## src/rtl/fizzbuzz_sequencer_if.sv

```systemverilog
// Token stream between the sequencer and the downstream formatter.
// The producer drives number/flags/valid and the consumer drives ready.
interface fizzbuzz_sequencer_if #(
  parameter int WIDTH = 8
);
  logic             out_valid;
  logic             out_ready;
  logic [WIDTH-1:0] out_number;
  logic             out_fizz;
  logic             out_buzz;
  logic             out_last;

  modport master (
    output out_valid,
    output out_number,
    output out_fizz,
    output out_buzz,
    output out_last,
    input  out_ready
  );

  modport slave (
    input  out_valid,
    input  out_number,
    input  out_fizz,
    input  out_buzz,
    input  out_last,
    output out_ready
  );
endinterface

```

## src/rtl/fizzbuzz_sequencer.sv

```systemverilog
// Walks an inclusive WIDTH-bit range and emits one {number, fizz, buzz, last}
// token per value. A single reciprocal multiplier is time-shared between the
// divide-by-3 test (TEST3) and the divide-by-5 test (TEST5).
module fizzbuzz_sequencer #(
  parameter int WIDTH  = 8,
  parameter int RECIP3 = 171,
  parameter int FRAC3  = 9,
  parameter int RECIP5 = 205,
  parameter int FRAC5  = 10
) (
  input  logic             clk,
  input  logic             rst_n,
  input  logic             start,
  input  logic [WIDTH-1:0] first,
  input  logic [WIDTH-1:0] last,
  input  logic             abort,
  output logic             busy,
  output logic             done,
  fizzbuzz_sequencer_if.master out_if
);

  // The shared multiplier is as wide as the larger fractional field; the
  // narrower divisor masks its product down before comparing.
  localparam int FRAC_MAX = (FRAC3 > FRAC5) ? FRAC3 : FRAC5;
  localparam logic [FRAC_MAX-1:0] RECIP3_V = FRAC_MAX'(RECIP3);
  localparam logic [FRAC_MAX-1:0] RECIP5_V = FRAC_MAX'(RECIP5);
  localparam logic [FRAC_MAX-1:0] MASK3    = FRAC_MAX'((64'd1 << FRAC3) - 64'd1);
  localparam logic [FRAC_MAX-1:0] MASK5    = FRAC_MAX'((64'd1 << FRAC5) - 64'd1);

  typedef enum logic [1:0] {IDLE, TEST3, TEST5, EMIT} state_t;

  state_t           state_reg, state_next;
  logic [WIDTH-1:0] n_reg;
  logic [WIDTH-1:0] last_reg;
  logic             fizz_reg;
  logic             busy_reg;
  logic             done_reg;
  logic             out_valid_reg;
  logic [WIDTH-1:0] out_number_reg;
  logic             out_fizz_reg;
  logic             out_buzz_reg;
  logic             out_last_reg;

  logic                handshake;
  logic                is_last;
  logic                sel5;
  logic [FRAC_MAX-1:0] mult_a;
  logic [FRAC_MAX-1:0] recip_sel;
  logic [FRAC_MAX-1:0] mask_sel;
  logic [FRAC_MAX-1:0] prod;
  logic                divisible;

  assign handshake = out_valid_reg && out_if.out_ready;
  assign is_last   = (n_reg == last_reg);

  // Divisibility unit: (n * RECIP) mod 2**FRAC < RECIP  <=>  RECIP's divisor divides n.
  assign sel5      = (state_reg == TEST5);
  assign mult_a    = FRAC_MAX'(n_reg);
  assign recip_sel = sel5 ? RECIP5_V : RECIP3_V;
  assign mask_sel  = sel5 ? MASK5 : MASK3;
  assign prod      = (mult_a * recip_sel) & mask_sel;
  assign divisible = (prod < recip_sel);

  // State register.
  always_ff @(posedge clk or negedge rst_n) begin
    if (!rst_n) begin
      state_reg <= IDLE;
    end else begin
      state_reg <= state_next;
    end
  end

  // Next-state logic; abort overrides everything except an IDLE start.
  always_comb begin
    state_next = state_reg;
    case (state_reg)
      IDLE:    if (start) state_next = TEST3;
      TEST3:   state_next = TEST5;
      TEST5:   state_next = EMIT;
      EMIT:    if (handshake) state_next = is_last ? IDLE : TEST3;
      default: state_next = IDLE;
    endcase
    if (abort && (state_reg != IDLE)) begin
      state_next = IDLE;
    end
  end

  // Range counter, divisibility results and registered outputs.
  always_ff @(posedge clk or negedge rst_n) begin
    if (!rst_n) begin
      n_reg          <= '0;
      last_reg       <= '0;
      fizz_reg       <= 1'b0;
      busy_reg       <= 1'b0;
      done_reg       <= 1'b0;
      out_valid_reg  <= 1'b0;
      out_number_reg <= '0;
      out_fizz_reg   <= 1'b0;
      out_buzz_reg   <= 1'b0;
      out_last_reg   <= 1'b0;
    end else begin
      out_valid_reg <= (state_next == EMIT);
      busy_reg      <= (state_next != IDLE);
      done_reg      <= (state_reg == EMIT) && handshake && is_last && !abort;
      case (state_reg)
        IDLE: begin
          if (start) begin
            n_reg    <= first;
            last_reg <= last;
          end
        end
        TEST3: begin
          fizz_reg <= divisible;
        end
        TEST5: begin
          // Token fields load together here and hold through EMIT.
          out_number_reg <= n_reg;
          out_fizz_reg   <= fizz_reg;
          out_buzz_reg   <= divisible;
          out_last_reg   <= is_last;
        end
        EMIT: begin
          if (handshake && !abort && !is_last) begin
            n_reg <= n_reg + WIDTH'(1);
          end
        end
        default: ;
      endcase
    end
  end

  assign busy              = busy_reg;
  assign done              = done_reg;
  assign out_if.out_valid  = out_valid_reg;
  assign out_if.out_number = out_number_reg;
  assign out_if.out_fizz   = out_fizz_reg;
  assign out_if.out_buzz   = out_buzz_reg;
  assign out_if.out_last   = out_last_reg;

endmodule
```

## src/flat_wrapper.sv

```systemverilog
// flat-port wrapper written by rule: the top's interface ports become plain ports
module fizzbuzz_sequencer_flat 
#(
  parameter int WIDTH  = 8,
  parameter int RECIP3 = 171,
  parameter int FRAC3  = 9,
  parameter int RECIP5 = 205,
  parameter int FRAC5  = 10
)
  (clk, rst_n, start, first, last, abort, busy, done, out_if_out_valid, out_if_out_number, out_if_out_fizz, out_if_out_buzz, out_if_out_last, out_if_out_ready);
  fizzbuzz_sequencer_if #(.WIDTH(WIDTH)) out_if_i ();
  input  logic clk;
  input  logic rst_n;
  input  logic start;
  input  logic [WIDTH-1:0] first;
  input  logic [WIDTH-1:0] last;
  input  logic abort;
  output logic busy;
  output logic done;
  output wire logic [$bits(out_if_i.out_valid)-1:0] out_if_out_valid;
  output wire logic [$bits(out_if_i.out_number)-1:0] out_if_out_number;
  output wire logic [$bits(out_if_i.out_fizz)-1:0] out_if_out_fizz;
  output wire logic [$bits(out_if_i.out_buzz)-1:0] out_if_out_buzz;
  output wire logic [$bits(out_if_i.out_last)-1:0] out_if_out_last;
  input wire logic [$bits(out_if_i.out_ready)-1:0] out_if_out_ready;
  assign out_if_out_valid = out_if_i.out_valid;
  assign out_if_out_number = out_if_i.out_number;
  assign out_if_out_fizz = out_if_i.out_fizz;
  assign out_if_out_buzz = out_if_i.out_buzz;
  assign out_if_out_last = out_if_i.out_last;
  assign out_if_i.out_ready = out_if_out_ready;
  fizzbuzz_sequencer #(.WIDTH(WIDTH), .RECIP3(RECIP3), .FRAC3(FRAC3), .RECIP5(RECIP5), .FRAC5(FRAC5)) u_core (.clk(clk), .rst_n(rst_n), .start(start), .first(first), .last(last), .abort(abort), .busy(busy), .done(done), .out_if(out_if_i));
endmodule
```

## config.mk

```make
export PLATFORM = sky130hd
export DESIGN_NAME = fizzbuzz_sequencer_flat
export DESIGN_NICKNAME = d
export VERILOG_FILES = /design/src/rtl/fizzbuzz_sequencer_if.sv /design/src/rtl/fizzbuzz_sequencer.sv /design/src/flat_wrapper.sv
export SDC_FILE = /design/constraint.sdc
export NUM_CORES = 1
export LEC_CHECK = 0
export ABC_AREA = 1
export ABC_CLOCK_PERIOD_IN_PS = 7200
export CELL_PAD_IN_SITES_DETAIL_PLACEMENT = 2
export CELL_PAD_IN_SITES_GLOBAL_PLACEMENT = 2
export CORE_MARGIN = 3
export CORE_UTILIZATION = 37
export CTS_BUF_LIST = sky130_fd_sc_hd__clkbuf_4 sky130_fd_sc_hd__clkbuf_8
export DETAILED_ROUTE_END_ITERATION = 7
export PLACE_DENSITY_LB_ADDON = 0.1
export SYNTH_ARGS = -nofsm -noshare
export SYNTH_HDL_FRONTEND = slang
export SYNTH_SLANG_ARGS = --single-unit
```

## constraint.sdc

```tcl
create_clock -name clk -period 7.2 [get_ports clk]
set_input_delay 1.44 -clock clk [delete_from_list [all_inputs] [get_ports clk]]
set_output_delay 1.44 -clock clk [all_outputs]
set_load 0.03 [all_outputs]
```

Yosys cells after proc, flatten, opt, wreduce, memory -nomap -nowiden --
Index checks and enable logic that the tools add are counted. W data, S select, Z words.
Storage, ports and cells: bits in registers 33, word-level logic and storage cells 47
Cells by class: add/sub/neg operators 1, multipliers 1, $lt $le $gt $ge 1, equal/unequal tests 7, mux-type cells 10, bitwise gates (word level) 1, reductions and logical operators 15
Operator list (number):
- $mux W8 | 2
- $pmux W8 S2 | 1
- $and A10 B10 Y10 | 1
- $lt A10 B10 Y1 | 1
- $mul A8 B10 Y10 | 1
- $mux W10 | 1
- $add A8 B1 Y8 const B | 1
- $eq A8 B8 Y1 | 1
- $pmux W2 S4 | 1
- $logic_and A1 B1 Y1 | 7
- $mux W7 | 1
- $eq A2 B2 Y1 const B | 3
- $mux W2 | 3
- $reduce_bool A2 Y1 | 3
- $ne A2 B2 Y1 const B | 2
- $reduce_and A3 Y1 | 1
- $eq A2 B1 Y1 const B | 1
- $logic_not A1 Y1 | 2
- $logic_not A2 Y1 | 1
- $reduce_and A2 Y1 | 1
- $mux W1 | 1

Logic depth before layout (Yosys ltp) --
Gate-level depths: netlist of the first run.
word-level depth 6, gate-level depth with buffers 25

Least setup slack after synthesis of the first run --
OpenSTA, ideal clock, no wires.
kind flip-flop to flip-flop, start register u_core.state_reg[1], end register u_core.out_buzz_reg (netlist: u_core.out_if.out_buzz), arrival 4.180 ns, required time 7.134 ns, slack 2.954 ns, stages on the path, launching flop included 22, buffers on the path 2, clock period less this slack 4.246 ns, cells stage by stage dfrtp_1 buf_4 nand2_4 clkbuf_1 nor2_1 fa_1 inv_1 fa_1 inv_1 fa_1 inv_1 fa_1 inv_1 ha_1 nand2_1 nor3_1 nand2_1 o211ai_1 nand3_1 nand3_1 nand3_1 nand2_1
On the way: longest elaborated chain between the ends 5, elaborated cells on any way between the ends 6, those cells by class mul (1); order compare (1); eq/ne (1); mux (2); bitwise (1)
RTL lines:
- from (decl) | line fizzbuzz_sequencer.sv:32 | state_t state_reg, state_next;
- from (signal assigned) | line fizzbuzz_sequencer.sv:69 | state_reg <= state_next;
- $eq A2 B2 Y1 (*) | line fizzbuzz_sequencer.sv:57, fizzbuzz_sequencer.sv:105
- $mux W7 | line fizzbuzz_sequencer.sv:59 | assign recip_sel = sel5 ? RECIP5_V : RECIP3_V;
- $mul A8 B10 Y10 | line fizzbuzz_sequencer.sv:61 | assign prod = (mult_a * recip_sel) & mask_sel;
- $and A10 B10 Y10 | line fizzbuzz_sequencer.sv:61
- $lt A10 B10 Y1 | line fizzbuzz_sequencer.sv:62 | assign divisible = (prod < recip_sel);
- to (signal assigned) | line fizzbuzz_sequencer.sv:119 | out_buzz_reg <= divisible;
- to (decl) | line fizzbuzz_sequencer.sv:41 | logic out_buzz_reg;
Every way passes the cells marked *; elsewhere a longest branch is shown, timed or not. A chain may end at the register's enable or synchronous reset.

Worst setup path after layout of the first run --
Same ends and word-level chain as after synthesis.

==> results of run 1 <==
-- layer usage --
layer  wire (µm)  part of all wire (%)  track usage (%)  vias to the layer above
met2        4310                    50             37.8                       40
met5           0                     0                0                        -
met1        3930                    46             27.7                     1256
li1            -                     -                -                     1213
met4          82                  0.95             3.97                        0
met3         268                   3.1             3.27                       11
-- kinds of logic after synthesis --
kind of cell / count (synthesis)
AOI/OAI and AO/OA: 34
muxes: 8
buffers and inverters: 75
xor gates and xnor gates: 14
adders and majority gates: 40
DFF: 33
and+or+nand+nor: 165
other: 1
-- layout make-up --
cell class              instances  area [µm²]
clock buffers                   8        91.3
fillers                       874        4010
inverters                      66         248
multi-input cells             262        1760
flip-flops and latches         33         826
well taps                      99         124
repair buffers                 35         348
-- path summary, 6_finish.rpt --
check / from / to / slack (ns) / cells after the start
setup / recovery: u_core.state_reg[1]$_DFF_PN0_ / u_core.out_if.out_buzz$_DFFE_PN0N_ / 2.42 / 20
hold / removal: u_core.out_if.out_number[7]$_DFFE_PN0N_ / u_core.out_if.out_number[7]$_DFFE_PN0N_ / 0.49 / 2
setup reg to reg: u_core.state_reg[1]$_DFF_PN0_ / u_core.out_if.out_buzz$_DFFE_PN0N_ / 2.42 / 20
hold reg to reg: u_core.out_if.out_number[7]$_DFFE_PN0N_ / u_core.out_if.out_number[7]$_DFFE_PN0N_ / 0.49 / 2
max in group asynchronous: rst_n / u_core.out_if.out_buzz$_DFFE_PN0N_ / 5.31 / 2
min in group asynchronous: rst_n / u_core.last_reg[0]$_DFFE_PN0P_ / 1.56 / 2
-- metrics by stage --
step | setup WS, ns | hold WS [ns] | instances | utilization (%) | instance area, µm²
2_1_floorplan | 2.95 | 0.436 | 370 | - | 2890
3_3_place_gp | 2.69 | 0.467 | 495 | 44.6 | 3310
3_5_place_dp | 2.41 | 0.472 | 495 | 44.6 | 3310
4_1_cts | 2.36 | 0.492 | 503 | 45.9 | 3400
5_1_grt | 2.00 | 0.526 | 503 | 45.9 | 3400
6_report | 2.42 | 0.489 | 503 | 45.9 | 3400
-- cells in the final DEF (no fill, tap or decap), drive strengths merged --
master / count
nand2: 97
inv: 66
clkdlybuf4s50: 34
dfrtp: 33
nor2: 31
nand3: 25
ha: 24
o21ai: 21
fa: 16
mux2: 8
clkbuf: 8
xor2: 7
a21oi: 7
xnor2: 7
o211ai: 5
nor3: 4
nand3b: 3
nand4: 2
or2: 2
nor4: 1
a31oi: 1
conb: 1
buf: 1
-- worst reg2reg max path: cells and delay by family (launching register included) --
family / cells / cell delay, ns
flip-flops: 1 / 0.50
AND/OR/NAND/NOR: 9 / 1.12
adder cells (fa/ha/maj): 5 / 2.46
buffers and inverters: 5 / 0.52
AO/OA/AOI/OAI: 1 / 0.11
==> summary.md, run 1 <==
| Metric | Value |
|---|---|
| Gr usage total | 21.3% |
| # IOs | 35 |
| Fin nets | 464 |
| Largest net degree at the start of global routing | 34 |
| Most common cell in the netlist | nand2_1 |
| Run status | complete, no violations |
| Share of layout cells above drive strength 1 | under 10% |
| CTS tree | built |
| Setup tns final | 0 ns |
| CTS buffer count | 5 |
| Clock Skews | 0.00213 ns |
| Grt ovf | 0 |
| Worst path top cell family by delay | adder cells |
| XOR/XNOR Fraction of Synth Area | 4.50% |
| DR iter-0 viols | 97 |
| # diodes | 0 |
| Final worst path period share | approximately 66% |
| Fmax | about 0.21 GHz |
| CP cell instances | nand2_4 > inv_2 > nor2_1 > fa_1 > inv_1 > fa_1 > inv_1 > fa_1 > inv_1 > fa_1 > inv_1 > ha_1 > nand2_1 > nor3_1 > nand2_1 > o211ai_1 > nand3_1 > nand3_1 > nand3_1 > nand2_1 |
| List of most frequent post-synthesis cells | nand2_1, inv_1, dfrtp_1 |
| HPWL Detailed | 7050 µm |
| Total number of yosys warnings | 0 |
| H-tree level count | 2 |
| Via count | 2520 |
| PortBufs | 34 |
| Wire per inst | 17.1 µm |
| TritonRoute pass-1 iters | 4 |
| Clock buffer depth | 2 |
| GPL Wtd Cong | 0.760 |
| Root buffer cell | clkbuf_8 |
| DR DRC count | 0 |
| Hold Buf Count CTS | 0 |
| Mapped Avg Cell Area | 7.82 µm² |
| Synth Instances | 370 |
| Area share of fa/ha/maj cells after synthesis | 21.5% |
| Max-slew violations | 0 |
| Mapped cell area | 0.00289 mm² |
| Final hold viol count | 0 |
| Clock sink count | 33 |
| Synth Area in Compound Gates | 7.27% |
| Routed Antenna Nets | 0 |
| Critical path class | reg2reg |
| First-pass GRT wire length | 14800 µm |
| CORE AREA | 0.00741 mm² |
| CP Capture Type | flop |
| Via/cell ratio | 5.01 |
| Final setup viols | 0 |
| #FFs+latches synth | 33 |
| Data required time of the critical path | 7.43 ns |
| Top-area cell type share of the netlist area | between 20% and 30% |
| Post-Synth Simple-Gate Area | between 20% and 30% |
| Fraction of registers with async set/reset | 100% |
| Skew-Pair Late Insertion Delay | between 0.2 and 0.3 ns |
| Die W | 94.4 µm |
| Ys flop type | dfrtp_1 |
| Num rows | 31 |
| Post-synthesis mux area share | 3.11% |
| Synth cell types | 30 |
| Period minus WS final | 4.78 ns |
| Post-CTS sizing | 0 |
| Mapped Nets | 431 |
| Slowest stage delay, CP | between 0.5 and 0.6 ns |
| Max-cap viol count | 0 |
| Startpoint types | flop |
| Largest family of logic cells by synthesized area | simple AND/OR/NAND/NOR gates |
| Initial antenna violation count | 0 |
| Worst min-delay path class | reg2reg |
| RSZ-0062 raised after global routing | no |
| Die height | 94.4 µm |
| Total wire length | 8590 µm |
| Area contributors post-synth | dfrtp_1, nand2_1, fa_1 |
| Synthesis-to-finish area growth | 17.5% |
| Setup repair bufs after CTS | 0 |
| Critical Path AT | 5.01 ns |
| Max FO, Critical Path | 27 |
| Clock-pin slew on the worst setup and hold paths | 0.07 ns |
| Die Area | 0.00892 mm² |
| Register area share after synthesis | between 20% and 30% |
| WP buf/inv | 5 |
| Post-synth EDFFs | 0 |
| Slowest cell on crit path | fa_1 |
| Largest area contributor in the netlist | dfrtp_1 |
| Vias in the first global route | a little under 3000 |
| Initial core utilization | between 30% and 40% |
Power of run 1 is not shown: default switching activity piles up to over one toggle a cycle in this logic, so the estimate is an artifact.
==> run 2, diff against run 1 <==
--- a/config.mk
+++ b/config.mk
@@ -6,11 +6,11 @@
 export NUM_CORES = 1
 export LEC_CHECK = 0
 export ABC_AREA = 1
-export ABC_CLOCK_PERIOD_IN_PS = 7200
+export ABC_CLOCK_PERIOD_IN_PS = 4700
 export CELL_PAD_IN_SITES_DETAIL_PLACEMENT = 2
 export CELL_PAD_IN_SITES_GLOBAL_PLACEMENT = 2
 export CORE_MARGIN = 3
-export CORE_UTILIZATION = 37
+export CORE_UTILIZATION = 34
 export CTS_BUF_LIST = sky130_fd_sc_hd__clkbuf_4 sky130_fd_sc_hd__clkbuf_8
 export DETAILED_ROUTE_END_ITERATION = 7
 export PLACE_DENSITY_LB_ADDON = 0.1
==> constraint.sdc (replaced) <==
create_clock -name clk -period 4.7 [get_ports clk]
set_input_delay 0.94 -clock clk [delete_from_list [all_inputs] [get_ports clk]]
set_output_delay 0.94 -clock clk [all_outputs]
set_load 0.03 [all_outputs]
==> summary.md, run 2 (synthesized netlist as in run 1, its figures left out) <==
| Metric | Value |
|---|---|
| PortBufs | 34 (unchanged) |
| R2R setup slack | 0.33 ns (-2.09 ns) |
| Total wire length | 8230 µm (-4.2%) |
| Placed cell count | 505 (+2.0%) |
| Placed inst area | 0.00334 mm² (+1.1%) |
| H-tree level count | 2 (unchanged) |
| DR iter-0 viols | 35 (-64%) |
| Post-layout util | 42.1% (-3.8 points) |
| CP Capture Type | flop |
| Fin nets | 468 (+0.86%) |
| CTS buffer count | 5 (unchanged) |
| Multi-input gate area | 0.00177 mm² (+0.50%) |
| Largest net degree at the start of global routing | 34 (unchanged) |
| Final hold viol count | 0 (unchanged) |
| # IOs | 35 (unchanged) |
| Max-slew violations | 0 (unchanged) |
| Final setup viols | 0 (unchanged) |
| Period minus WS final | 4.37 ns (-0.408 ns) |
| Synthesis-to-finish area growth | 20.2% |
| Hold Buf Count CTS | 0 (unchanged) |
| Post-CTS sizing | 0 (unchanged) |
| First-pass GRT wire length | 14100 µm (-4.7%) |
| Final std cells w/o fill | 513 (+2.0%) |
| Clock Skews | 0.00993 ns (+0.00780 ns) |
| CTS tree | built |
| GPL Wtd Cong | 0.751 (-1.2%) |
| Routed Antenna Nets | 0 (unchanged) |
| Initial antenna violation count | 0 (unchanged) |
| Via count | 2495 (-0.99%) |
| CORE AREA | 0.00826 mm² (+11%) |
| Fmax | 0.229 GHz (+9.3%) |
| Clock buffer depth | 2 (unchanged) |
| Vias in the first global route | 2841 (-2.8%) |
| Critical Path AT | 4.61 ns (-0.40 ns) |
| Wire per inst | 16.1 µm (-6.1%) |
| Root buffer cell | clkbuf_8 |
| Final worst path period share | 93.0% (+27 points) |
| HP Start | u_core.out_if.out_number[0]$_DFFE_PN0N_ |
| Die Area | 0.00965 mm² (+8.3%) |
| Fill cells | 961 (+10%) |
| Post-route cell area | 0.00348 mm² (+2.3%) |
| Max-cap viol count | 0 (unchanged) |
| Run status | complete, no violations |
| Num rows | 33 (+6.5%) |
| Worst R2R Start | u_core.state_reg[0]$_DFF_PN0_ |
| Hold Path Cell Cnt | 2 (unchanged) |
| Skew-Pair Late Insertion Delay | 0.29 ns (about the same) |
| Most common cell after layout, fill and taps aside | nand2_1 |
| Worst min-delay path class | reg2reg |
| Critical path class | reg2reg |
| RR Endpoint | u_core.out_if.out_buzz$_DFFE_PN0N_ |
| HPWL Detailed | 6830 µm (-3.2%) |
| Clock-pin slew on the worst setup and hold paths | 0.08 ns (about the same) |
| # diodes | 0 (unchanged) |
| Die height | 98.2 µm (+4.0%) |
| Die W | 98.2 µm (+4.0%) |
| Gr usage total | 18.3% (-3.0 points) |
| Hold EP | u_core.out_if.out_number[0]$_DFFE_PN0N_ |
| Share of layout cells above drive strength 1 | 10.5% (+1.6 points) |
| Clock sink count | 33 (unchanged) |
| TritonRoute pass-1 iters | 4 (unchanged) |
| R2R cell count | 21 (+5.0%) |
| Grt ovf | 0 (unchanged) |
| Startpoint types | flop |
| Via/cell ratio | 4.86 (-2.9%) |
| Initial core utilization | 35.0% (-4.0 points) |
| Most frequent cells in the layout | nand2_1, inv_1, clkdlybuf4s50_1 |
| Max FO, Critical Path | 13 (-52%) |
| Data required time of the critical path | 4.93 ns (-2.50 ns) |
| Sequential Area | 827 µm² (+0.15%) |
| Setup repair bufs after CTS | 0 (unchanged) |
| DR DRC count | 0 (unchanged) |
run 2: worst max path at each step:
stage / start / endpoint / slack, ns
6_report: u_core.state_reg[0]$_DFF_PN0_ / u_core.out_if.out_buzz$_DFFE_PN0N_ / 0.33
3_5_place_dp: u_core.state_reg[1]$_DFF_PN0_ / u_core.out_if.out_buzz$_DFFE_PN0N_ / 0.21
3_3_place_gp: u_core.state_reg[0]$_DFF_PN0_ / u_core.out_if.out_buzz$_DFFE_PN0N_ / 0.44
4_1_cts: u_core.state_reg[1]$_DFF_PN0_ / u_core.out_if.out_buzz$_DFFE_PN0N_ / 0.19
2_1_floorplan: u_core.state_reg[1]$_DFF_PN0_ / u_core.out_if.out_buzz$_DFFE_PN0N_ / 0.45
5_1_grt: u_core.state_reg[0]$_DFF_PN0_ / u_core.out_if.out_buzz$_DFFE_PN0N_ / -0.002
run 2: critical path, stage by stage, from the launching register on:
cell and delay [ns]:
dfrtp_1 0.42, inv_2 0.12, nand2_4 0.13, inv_4 0.12, nor2_1 0.06, fa_1 0.51
inv_1 0.06, fa_1 0.53, inv_1 0.05, fa_1 0.53, inv_1 0.05, fa_1 0.53
inv_1 0.04, ha_1 0.36, nand2_1 0.13, nor3_2 0.15, nand2_1 0.07, o211ai_1 0.08
nand3_1 0.09, nand3_1 0.12, nand3_1 0.09, nand2_1 0.07
run 2: final cells by class:
type	count	share of cell area [%]
clock buffers	6	2.37
clock inverters	2	1.08
multi-input cells	262	50.9
inverters	66	7.20
repair buffers	39	10.9
well taps	105	3.78
flip-flops and latches	33	23.8
run 2: through the flow:
step                      setup WS [ns]  hold WS, ns  setup TNS [ns]
after detailed placement          0.211        0.475               0
after CTS                         0.191        0.497               0
after global placement            0.440        0.466               0
after floorplan                   0.454        0.436               0
after global routing           -0.00175        0.539        -0.00175
final                             0.328        0.493               0
run 2: layer usage:
layer  routed length [µm]  vias to the layer above  GRT usage, %  share of wire (%)
li1                     -                     1228             -                  -
met1                 3740                     1234          22.7                 45
met3                  129                        7          2.14                1.6
met4                   72                        0          4.31               0.87
met5                    0                        -             0                  0
met2                 4290                       26          33.9                 52
Power of run 2 is left out for the same reason.
